### src/rtl/act_write_back.sv
// Activation write-back buffer: MAC results land here, the MAC stage reads
// them back, and an FSM can bulk-clear the array or stream it out.
module act_write_back #(
  parameter int DATA_WIDTH = 16,
  parameter int ACT_NUM    = 16,
  parameter int ADDR_WIDTH = 4
) (
  input  logic                  clk,
  input  logic                  rst_n,
  input  logic                  comp_en_wb,
  input  logic [ADDR_WIDTH-1:0] out_act_addr_wb,
  input  logic [DATA_WIDTH-1:0] mac_result_wb,
  input  logic                  rd_en,
  input  logic [ADDR_WIDTH-1:0] rd_addr,
  output logic [DATA_WIDTH-1:0] rd_value,
  input  logic                  clr_start,
  input  logic                  drain_start,
  output logic                  out_valid,
  input  logic                  out_ready,
  output logic [ADDR_WIDTH-1:0] out_addr,
  output logic [DATA_WIDTH-1:0] out_data,
  output logic                  busy,
  output logic                  wb_err
);

  typedef enum logic [1:0] {IDLE, CLEAR, DRAIN} state_e;

  localparam logic [ADDR_WIDTH-1:0] LAST    = ADDR_WIDTH'(ACT_NUM - 1);
  localparam logic [ADDR_WIDTH:0]   NUM_EXT = (ADDR_WIDTH + 1)'(ACT_NUM);

  state_e                  state_q, state_d;
  logic [ADDR_WIDTH-1:0]   cnt_q, cnt_d;
  logic [DATA_WIDTH-1:0]   arr_q [ACT_NUM];
  logic [DATA_WIDTH-1:0]   arr_d [ACT_NUM];
  logic [DATA_WIDTH-1:0]   rd_value_q, rd_value_d;
  logic                    wb_err_q, wb_err_d;

  logic wb_in_range, rd_in_range, wb_acc;

  assign wb_in_range = {1'b0, out_act_addr_wb} < NUM_EXT;
  assign rd_in_range = {1'b0, rd_addr} < NUM_EXT;
  assign wb_acc      = (state_q == IDLE) && comp_en_wb && wb_in_range;

  always_comb begin
    state_d  = state_q;
    cnt_d    = cnt_q;
    arr_d    = arr_q;
    wb_err_d = wb_err_q | (comp_en_wb && (state_q != IDLE));
    case (state_q)
      IDLE: begin
        if (wb_acc) arr_d[out_act_addr_wb] = mac_result_wb;
        // Clear has priority; a coincident drain request is simply lost.
        if (clr_start) begin
          state_d = CLEAR;
          cnt_d   = '0;
        end else if (drain_start) begin
          state_d = DRAIN;
          cnt_d   = '0;
        end
      end
      CLEAR: begin
        arr_d[cnt_q] = '0;
        if (cnt_q == LAST) begin
          state_d = IDLE;
          cnt_d   = '0;
        end else begin
          cnt_d = cnt_q + 1'b1;
        end
      end
      DRAIN: begin
        if (out_ready) begin
          if (cnt_q == LAST) begin
            state_d = IDLE;
            cnt_d   = '0;
          end else begin
            cnt_d = cnt_q + 1'b1;
          end
        end
      end
      default: begin
        state_d = IDLE;
        cnt_d   = '0;
      end
    endcase
    // Reading the next-state array gives write forwarding and clear-zeroing for free.
    rd_value_d = (rd_en && rd_in_range) ? arr_d[rd_addr] : '0;
  end

  always_ff @(posedge clk or negedge rst_n) begin
    if (!rst_n) begin
      state_q    <= IDLE;
      cnt_q      <= '0;
      rd_value_q <= '0;
      wb_err_q   <= 1'b0;
      for (int i = 0; i < ACT_NUM; i++) arr_q[i] <= '0;
    end else begin
      state_q    <= state_d;
      cnt_q      <= cnt_d;
      rd_value_q <= rd_value_d;
      wb_err_q   <= wb_err_d;
      arr_q      <= arr_d;
    end
  end

  assign rd_value  = rd_value_q;
  assign wb_err    = wb_err_q;
  assign busy      = (state_q != IDLE);
  assign out_valid = (state_q == DRAIN);
  assign out_addr  = out_valid ? cnt_q : '0;
  assign out_data  = out_valid ? arr_q[cnt_q] : '0;

endmodule

### config.mk
export PLATFORM = sky130hd
export DESIGN_NAME = act_write_back
export DESIGN_NICKNAME = d
export VERILOG_FILES = /design/src/rtl/act_write_back.sv
export SDC_FILE = /design/constraint.sdc
export NUM_CORES = 1
export LEC_CHECK = 0
export ABC_AREA = 1
export BUFFER_PORTS_ARGS = -buffer_cell sky130_fd_sc_hd__buf_4
export CORE_AREA = 2 2 253 255
export CTS_BUF_LIST = sky130_fd_sc_hd__clkbuf_2
export CTS_CLUSTER_DIAMETER = 100
export DETAILED_ROUTE_END_ITERATION = 10
export DIE_AREA = 0 0 255 257
export PLACE_DENSITY_LB_ADDON = 0.12
export SYNTH_ARGS = -nofsm -noshare
export SYNTH_HDL_FRONTEND = slang
export SYNTH_SLANG_ARGS = --single-unit
### constraint.sdc
create_clock -name clk -period 2.65 [get_ports clk]
set_input_delay 0.265 -clock clk [delete_from_list [all_inputs] [get_ports clk]]
set_output_delay 0.265 -clock clk [all_outputs]
set_load 0.05 [all_outputs]
==> run metrics, run 1 <==
status finished, violations left; failing checks setup timing; die width 255 microns; CTS sink cnt 279; sequential area share after synthesis 36.1%; Skew-Pair Late Insertion Delay 1150 ps; DR top layer met4; vias in the first global route 23,177; largest family of logic cells by synthesized area simple AND/OR/NAND/NOR gates; Routed Antenna Nets 0; yosys warns 0; Synth Register Bits 279; VDD IR max 665 uV; Core Region 0.0627 sq mm; Initial DRT Pass Iterations 9; area grow syn2layout 40.5%; Initial Utilization 30.8%; initial antenna violation count 1; IO Pins 70; Startpoint Class register; top cell type's share of synthesized area 36.1%; slowest CP cell dfrtp_4; final net count 3,575; Min Clock Period, post-route 3330 ps; met2 routed wirelength 48,900 microns; die area 0.0655 sq mm; Least-Margin Pin Slew 588 ps; TritonCTS clock tree built; DRC errors left 0; Final Setup Violations 21; fin crit share 126%; XOR/XNOR share of the synthesized area 0.0453%; Req. time, crit path 2380 ps; hpwl dp 67,300 microns; Die H 257 microns; CP Data Arrival Time 3070 ps; H-Tree Depth 3; Final Hold Vio Count 0; Max Slew Vio Count 0; Leak Pwr 14.3 nW; Placed Instances 4,158; critical path capture point type output port; Post-DP Area 0.0231 sq mm; vias 24,426; Max-Cap Viols 0; met3 WL 10,800 microns; Synth area leaders dfrtp_1, nand2_1, nand3_1; first-pass GRT wire length 155,000 microns; cell area after synthesis 0.0194 sq mm; critical path, cell by cell inv_12 -> buf_16 -> buf_6 -> a21oi_1 -> o21ai_0 -> nand2_1 -> a22o_4 -> nor3_2 -> buf_4 -> nor2_4 -> buf_8; RSZ-0062 raised after global routing yes; post-synthesis mux area share 0%; maximum number of pins on one net before global-route repair 128; final cell count without fillers 4,437; max incr delay on CP 580 ps; relative slew slack 60.8%; top cells by count, synth nand2_1, nand3_1, inv_1; final setup margin -682 ps; PD cells 1220 mW/mm^2; adder-cell area share of the yosys netlist 0.453%; final weighted congestion in routability-driven placement 0.949; Detailed Route Iter0 Violations 2,537; Design Area, Final 0.0272 sq mm; complex-gate fraction of the synthesized area 9.39%; layout cells sized above 1 24.8%; Synth async-reset ratio 100%; critical path peak fanout 7; Buffers on Ports 69; Synth Instances 3,167; Routed WL 111,000 microns; num rows 92; Hold Crit Class in -> reg; Max Buffers Root-to-Sink 3; vias per std cell 5.51; top-count cell post-synth nand2_1; Worst Skew 76.4 ps; Root Buffer clkbuf_2; Avg Cell Area, Syn 6.11 sq um; kind of critical path reg -> out; Synth cell types 27; Fillers 6,564; Routed WL per cell 25.0 microns; DRT met1 WL 43,400 microns; Num CTS Buffers 88; Net Count, Synth 3,205; Reg clk slew, reported paths 110 ps; Post-Synth Simple-Gate Area 43.2%; GRT Residual Overflow 0; Post-synth EDFFs 0; fmax 300 MHz; GRT Total Usage 32.5%; Synth area leader dfrtp_1; top_reg_cell synth dfrtp_1
-- metrics by stage --
| step | setup slack [ps] | util (%) | power (mW) | hold WS [ps] | setup TNS (ps) |
|---|---|---|---|---|---|
| detailed placement | -176 | 36.8 | 24.4 | 325 | -966 |
| CTS | -715 | 41.0 | 30.5 | 19.0 | -11630 |
| global placement | -150 | 36.8 | 24.3 | 324 | -613 |
| global route | -711 | 43.4 | 34.9 | 120 | -11200 |
| floorplan | 171 | - | 16.5 | -30.6 | 0 |
| finish | -682 | 43.4 | 33.1 | 74.5 | -10260 |
-- kinds of logic (layout without fill, tap and decap cells) --
kind of cell / count (synthesis) / in the layout
xor+xnor: 1 / 1
simple gates: 2004 / 2004
compound gates: 350 / 350
buf+inv: 526 / 949
flops: 279 / 279
fa+ha+maj: 7 / 7
other cells: 0 / 1
-- metal layers --
| metal | global-route usage, % | vias to the layer above |
|---|---|---|
| li1 | - | 10932 |
| met1 | 41.4 | 11632 |
| met2 | 49.8 | 1474 |
| met3 | 6.66 | 388 |
| met4 | 20.7 | 0 |
| met5 | 0 | - |
-- power breakdown --
part	leakage (nW)	switching [mW]	total, mW	internal [mW]
Clock	0.563	2.27	3.54	1.26
Sequential	3.59	1.08	7.01	5.94
Combinational	10.1	14.1	22.6	8.50
-- sequential cells by signal (all words and copies together) (netlist names) --
signal and cells:
rd_value 16, wb_err 1, state_q 2, cnt_q 4, arr_q 256
-- final timing paths --
check                      cells past startpoint                endpoint  slack (ps)                    from
min in group asynchronous                      4     arr_q[11]$_DFF_PN0_         450                   rst_n
max in group asynchronous                      4    cnt_q[0]$_DFFE_PN0P_        1790                   rst_n
setup reg to reg                              20   rd_value[2]$_DFF_PN0_          20  state_q[0]$_DFFE_PN0P_
hold / removal                                 4  rd_value[14]$_DFF_PN0_          70                   rd_en
hold reg to reg                                1        wb_err$_DFF_PN0_         500        wb_err$_DFF_PN0_
setup / recovery                              11            out_data[14]        -680    cnt_q[0]$_DFFE_PN0P_
-- what timing repair did --
action | in CTS | in global routing
setup buffers | 32 | 46
pin swaps | 51 | 88
setup endpoints to repair | 36 | 43
hold buffers | 39 | 1
gates resized for setup | 283 | 230
gates cloned | 15 | 11
hold endpoints to repair | 558 | 4
-- cell usage in the layout (no fill, tap or decap), types with 4 or more instances in the layout --
| master | n |
|---|---|
| nor2_4 | 15 |
| o21ai_1 | 61 |
| ha_4 | 4 |
| inv_2 | 24 |
| buf_8 | 17 |
| o31a_1 | 7 |
| nand2_8 | 4 |
| buf_12 | 76 |
| nand3_1 | 599 |
| buf_4 | 287 |
| dlygate4sd3_1 | 38 |
| nand2_2 | 80 |
| o21ai_0 | 77 |
| clkbuf_16 | 11 |
| buf_16 | 19 |
| o21ai_4 | 5 |
| nand2_4 | 16 |
| dfrtp_1 | 277 |
| nor2_1 | 64 |
| clkinv_1 | 10 |
| nand3_2 | 32 |
| a21oi_2 | 42 |
| clkbuf_2 | 127 |
| a22o_4 | 5 |
| nand2_1 | 1162 |
| nand3_4 | 7 |
| inv_1 | 279 |
| buf_6 | 51 |
| nor2_2 | 16 |
| o21ai_2 | 31 |
| a21oi_1 | 115 |
-- area by class of cell --
| cell class | instances | area [sq um] | area share, % |
|---|---|---|---|
| Multi-Input combinational cell | 2362 | 11500 | 42.4 |
| Sequential cell | 279 | 6990 | 25.7 |
| Timing Repair Buffer | 500 | 5720 | 21.0 |
| Inverter | 306 | 1180 | 4.36 |
| Tap cell | 846 | 1060 | 3.89 |
| Clock buffer | 127 | 636 | 2.34 |
| Clock inverter | 16 | 68.8 | 0.253 |
| Antenna cell | 1 | 2.50 | 0.00920 |
-- worst max-delay path: cells and delay by family (launching register included) --
| kind | cells | cell delay [ps] |
|---|---|---|
| AND/OR/NAND/NOR | 3 | 240 |
| flip-flops | 1 | 580 |
| AO/OA/AOI/OAI | 3 | 400 |
| buffers and inverters | 5 | 750 |
No activity file was read; power rests on OpenSTA's default activity.
==> run 2: changes to the inputs <==
--- a/config.mk
+++ b/config.mk
@@ -5,13 +5,12 @@
 export SDC_FILE = /design/constraint.sdc
 export NUM_CORES = 1
 export LEC_CHECK = 0
-export ABC_AREA = 1
 export BUFFER_PORTS_ARGS = -buffer_cell sky130_fd_sc_hd__buf_4
-export CORE_AREA = 2 2 253 255
+export CORE_AREA = 2 2 244 246
 export CTS_BUF_LIST = sky130_fd_sc_hd__clkbuf_2
 export CTS_CLUSTER_DIAMETER = 100
 export DETAILED_ROUTE_END_ITERATION = 10
-export DIE_AREA = 0 0 255 257
+export DIE_AREA = 0 0 246 248
 export PLACE_DENSITY_LB_ADDON = 0.12
 export SYNTH_ARGS = -nofsm -noshare
 export SYNTH_HDL_FRONTEND = slang
==> run 2 against run 1 <==
Effect of this change: the flow still finishes with violations (setup timing); final area is 14% lower; global-route usage is 2.0 points lower; wire length is 14% lower; critical endpoint is now out_data[4]; highest routed layer is now met5.
==> run metrics, run 2 <==
kind of critical path reg -> out; top cells by count, synth dfrtp_1, nand3_1, clkbuf_1; r2r worst-path depth 12 (-40%); top_reg_cell synth dfrtp_1; DP Worst Slack 9.93 ps (+186 ps); Synth cell types 65 (+140%); layout cells sized above 1 33.7% (+8.9 points); r2r setup slk -20 ps (-40 ps); Routed WL 95,200 microns (-14%); vias 19,350 (-21%); first-pass GRT wire length 134,000 microns (-14%); crit path from cnt_q[0]$_DFFE_PN0P_; Placed Instances 2,716 (-35%); Req. time, crit path 2380 ps (about the same); Hold Path Depth 4 (unchanged); status finished, violations left; DRC errors left 0 (unchanged); Synth Instances 1,833 (-42%); Routed Antenna Nets 0 (unchanged); Min Clock Period, post-route 3600 ps (+272 ps); Least-Margin Pin Slew 1250 ps (+658 ps); sequential area share after synthesis 38.8% (+2.7 points); Hold Crit Class in -> reg; Hold EP rd_value[14]$_DFF_PN0_; Num CTS Buffers 87 (-1.1%); Top reg by flops arr_q; die area 0.0610 sq mm (-6.9%); critical path peak fanout 8 (+1); CTS sink cnt 279 (unchanged); vias in the first global route 18,361 (-21%); H-Tree Depth 3 (unchanged); IO Pins 70 (unchanged); Initial DRT Pass Iterations 6 (-3); reg2reg end rd_value[4]$_DFF_PN0_; Detailed Route Iter0 Violations 2,418 (-4.7%); Final Hold Vio Count 0 (unchanged); final weighted congestion in routability-driven placement 0.917 (-3.4%); final cell count without fillers 2,949 (-34%); Avg Cell Area, Syn 9.82 sq um (+61%); commonest non-fill, non-tap cells in the layout dfrtp_1, buf_4, nand3_1, clkbuf_2, nand2_1; relative slew slack 16.8% (-44 points); top cell type's share of synthesized area 38.8% (+2.7 points); Root Buffer clkbuf_2; cell area after synthesis 0.0180 sq mm (-7.0%); Skew-Pair Late Insertion Delay 1160 ps (about the same); num rows 89 (-3.3%); initial antenna violation count 4 (+3); VDD IR max 486 uV (-27%); fmax 277 MHz (-7.6%); worst hold start rd_addr[3]; Worst Skew 116 ps (+40.1 ps); Post-synth EDFFs 0 (unchanged); Routed WL per cell 32.3 microns (+29%); Synth Register Bits 279 (unchanged); vias per std cell 6.56 (+19%); commonest non-fill, non-tap cell in the layout dfrtp_1; fin crit share 136% (+10 points); Max Buffers Root-to-Sink 3 (unchanged); Leak Pwr 10.4 nW (-27%); RSZ-0062 raised after global routing yes; Synth async-reset ratio 100% (unchanged); reg2reg start state_q[0]$_DFFE_PN0P_; yosys warns 0 (unchanged); maximum number of pins on one net before global-route repair 70 (-45%); Max-Cap Viols 0 (unchanged); die width 246 microns (-3.5%); failing checks setup timing; GRT Residual Overflow 0 (unchanged); Net Count, Synth 1,871 (-42%); Core Region 0.0585 sq mm (-6.8%); top-count cell post-synth dfrtp_1; Final Setup Violations 17 (-19%); Die H 248 microns (-3.5%); final net count 2,166 (-39%); Buffers on Ports 69 (unchanged); GRT Total Usage 30.5% (-2.0 points); Reg clk slew, reported paths 80 ps (-30 ps); Startpoint Class register; Initial Utilization 30.8% (-0.053 points); Max Slew Vio Count 0 (unchanged); Synth area leaders dfrtp_1, mux4_2, nand3_1; Largest register FFs 256 (unchanged); Synth area leader dfrtp_1; TritonCTS clock tree built; final setup margin -954 ps (-272 ps); CP Data Arrival Time 3340 ps (+270 ps); hpwl dp 61,000 microns (-9.4%); PD cells 1040 mW/mm^2 (-14%); area grow syn2layout 30.5%; critical path capture point type output port
## run 2: cell types whose count changed after synthesis, sizes merged, moves of 47 or more
| cell | before | now |
|---|---|---|
| nor2 | 95 | 38 |
| or2 | 0 | 49 |
| o21ai | 174 | 86 |
| nand3 | 638 | 188 |
| inv | 304 | 41 |
| nor3 | 6 | 84 |
| o211ai | 1 | 87 |
| a21oi | 157 | 56 |
| a32oi | 0 | 48 |
| mux4 | 0 | 80 |
| a221oi | 0 | 47 |
| nand2 | 1262 | 114 |
## run 2: how the worst max path moves through the flow
stage	to	slack (ps)	cells after the start
2_1_floorplan	rd_value[8]$_DFF_PN0_	8	11
3_3_place_gp	rd_value[1]$_DFF_PN0_	-6	12
3_5_place_dp	rd_value[8]$_DFF_PN0_	10	11
4_1_cts	out_data[3]	-1030	7
5_1_grt	out_data[0]	-1000	7
6_report	out_data[4]	-950	6
## run 2: cell families (layout without fill, tap and decap cells)
logic type	after synthesis	after routing	synth area share, %
fa+ha+maj	7	7	0.486
flops	279	279	38.8
compound gates	616	616	26.1
buf+inv	253	593	6.40
mux	82	82	10.1
simple gates	596	597	18.1
other cells	0	2	0
## run 2: timing repair
action,4_1_cts,5_1_grt
setup endpoints to repair,22,35
gates resized for setup,78,59
cloned,6,5
setup buffers,18,25
endpoints found under the hold margin,556,6
hold buffers,42,1
pin swaps,14,27
## run 2: stage by stage
| stage | cell area [sq um] | hold slack (ps) | setup TNS [ps] | total power [mW] | util (%) |
|---|---|---|---|---|---|
| floorplan | 18000 | -30.6 | 0 | 13.0 | - |
| global placement | 21200 | 222 | -6.48 | 18.5 | 36.2 |
| detailed placement | 21200 | 219 | 0 | 18.6 | 36.2 |
| CTS | 22900 | 95.1 | -16090 | 23.3 | 39.1 |
| global route | 23500 | 169 | -15540 | 25.5 | 40.2 |
| finish | 23500 | 207 | -14630 | 24.5 | 40.2 |
## run 2: area by class of cell
| type | instances | area (sq um) |
|---|---|---|
| fill | 5741 | 35000 |
| inverter | 41 | 160 |
| clock inverter | 19 | 129 |
| multi-input combinational | 1302 | 10200 |
| antenna | 2 | 5.00 |
| sequential | 279 | 6990 |
| clock buffer | 116 | 581 |
| timing repair buffer | 417 | 4440 |
| tap | 773 | 967 |
## run 2: layer usage
metal / part of all wire, % / global-route usage (%) / up-vias
li1: - / - / 7954
met1: 41 / 41.9 / 9797
met2: 44 / 45.5 / 1325
met3: 11 / 7.59 / 272
met4: 4.4 / 12.9 / 2
met5: 0.014 / 0 / -
## run 2: power by group
| part | internal, mW | total (mW) | switching (mW) | leakage (nW) |
|---|---|---|---|---|
| Combinational | 6.32 | 14.5 | 8.17 | 6.17 |
| Sequential | 5.43 | 6.45 | 1.02 | 3.69 |
| Clock | 1.36 | 3.56 | 2.21 | 0.547 |
## run 2: critical path, cell delays in order (launching register included)
cell	delay [ps]
dfrtp_4	490
buf_12	180
buf_12	150
mux4_2	550
mux4_2	580
and2_4	180
buf_6	140
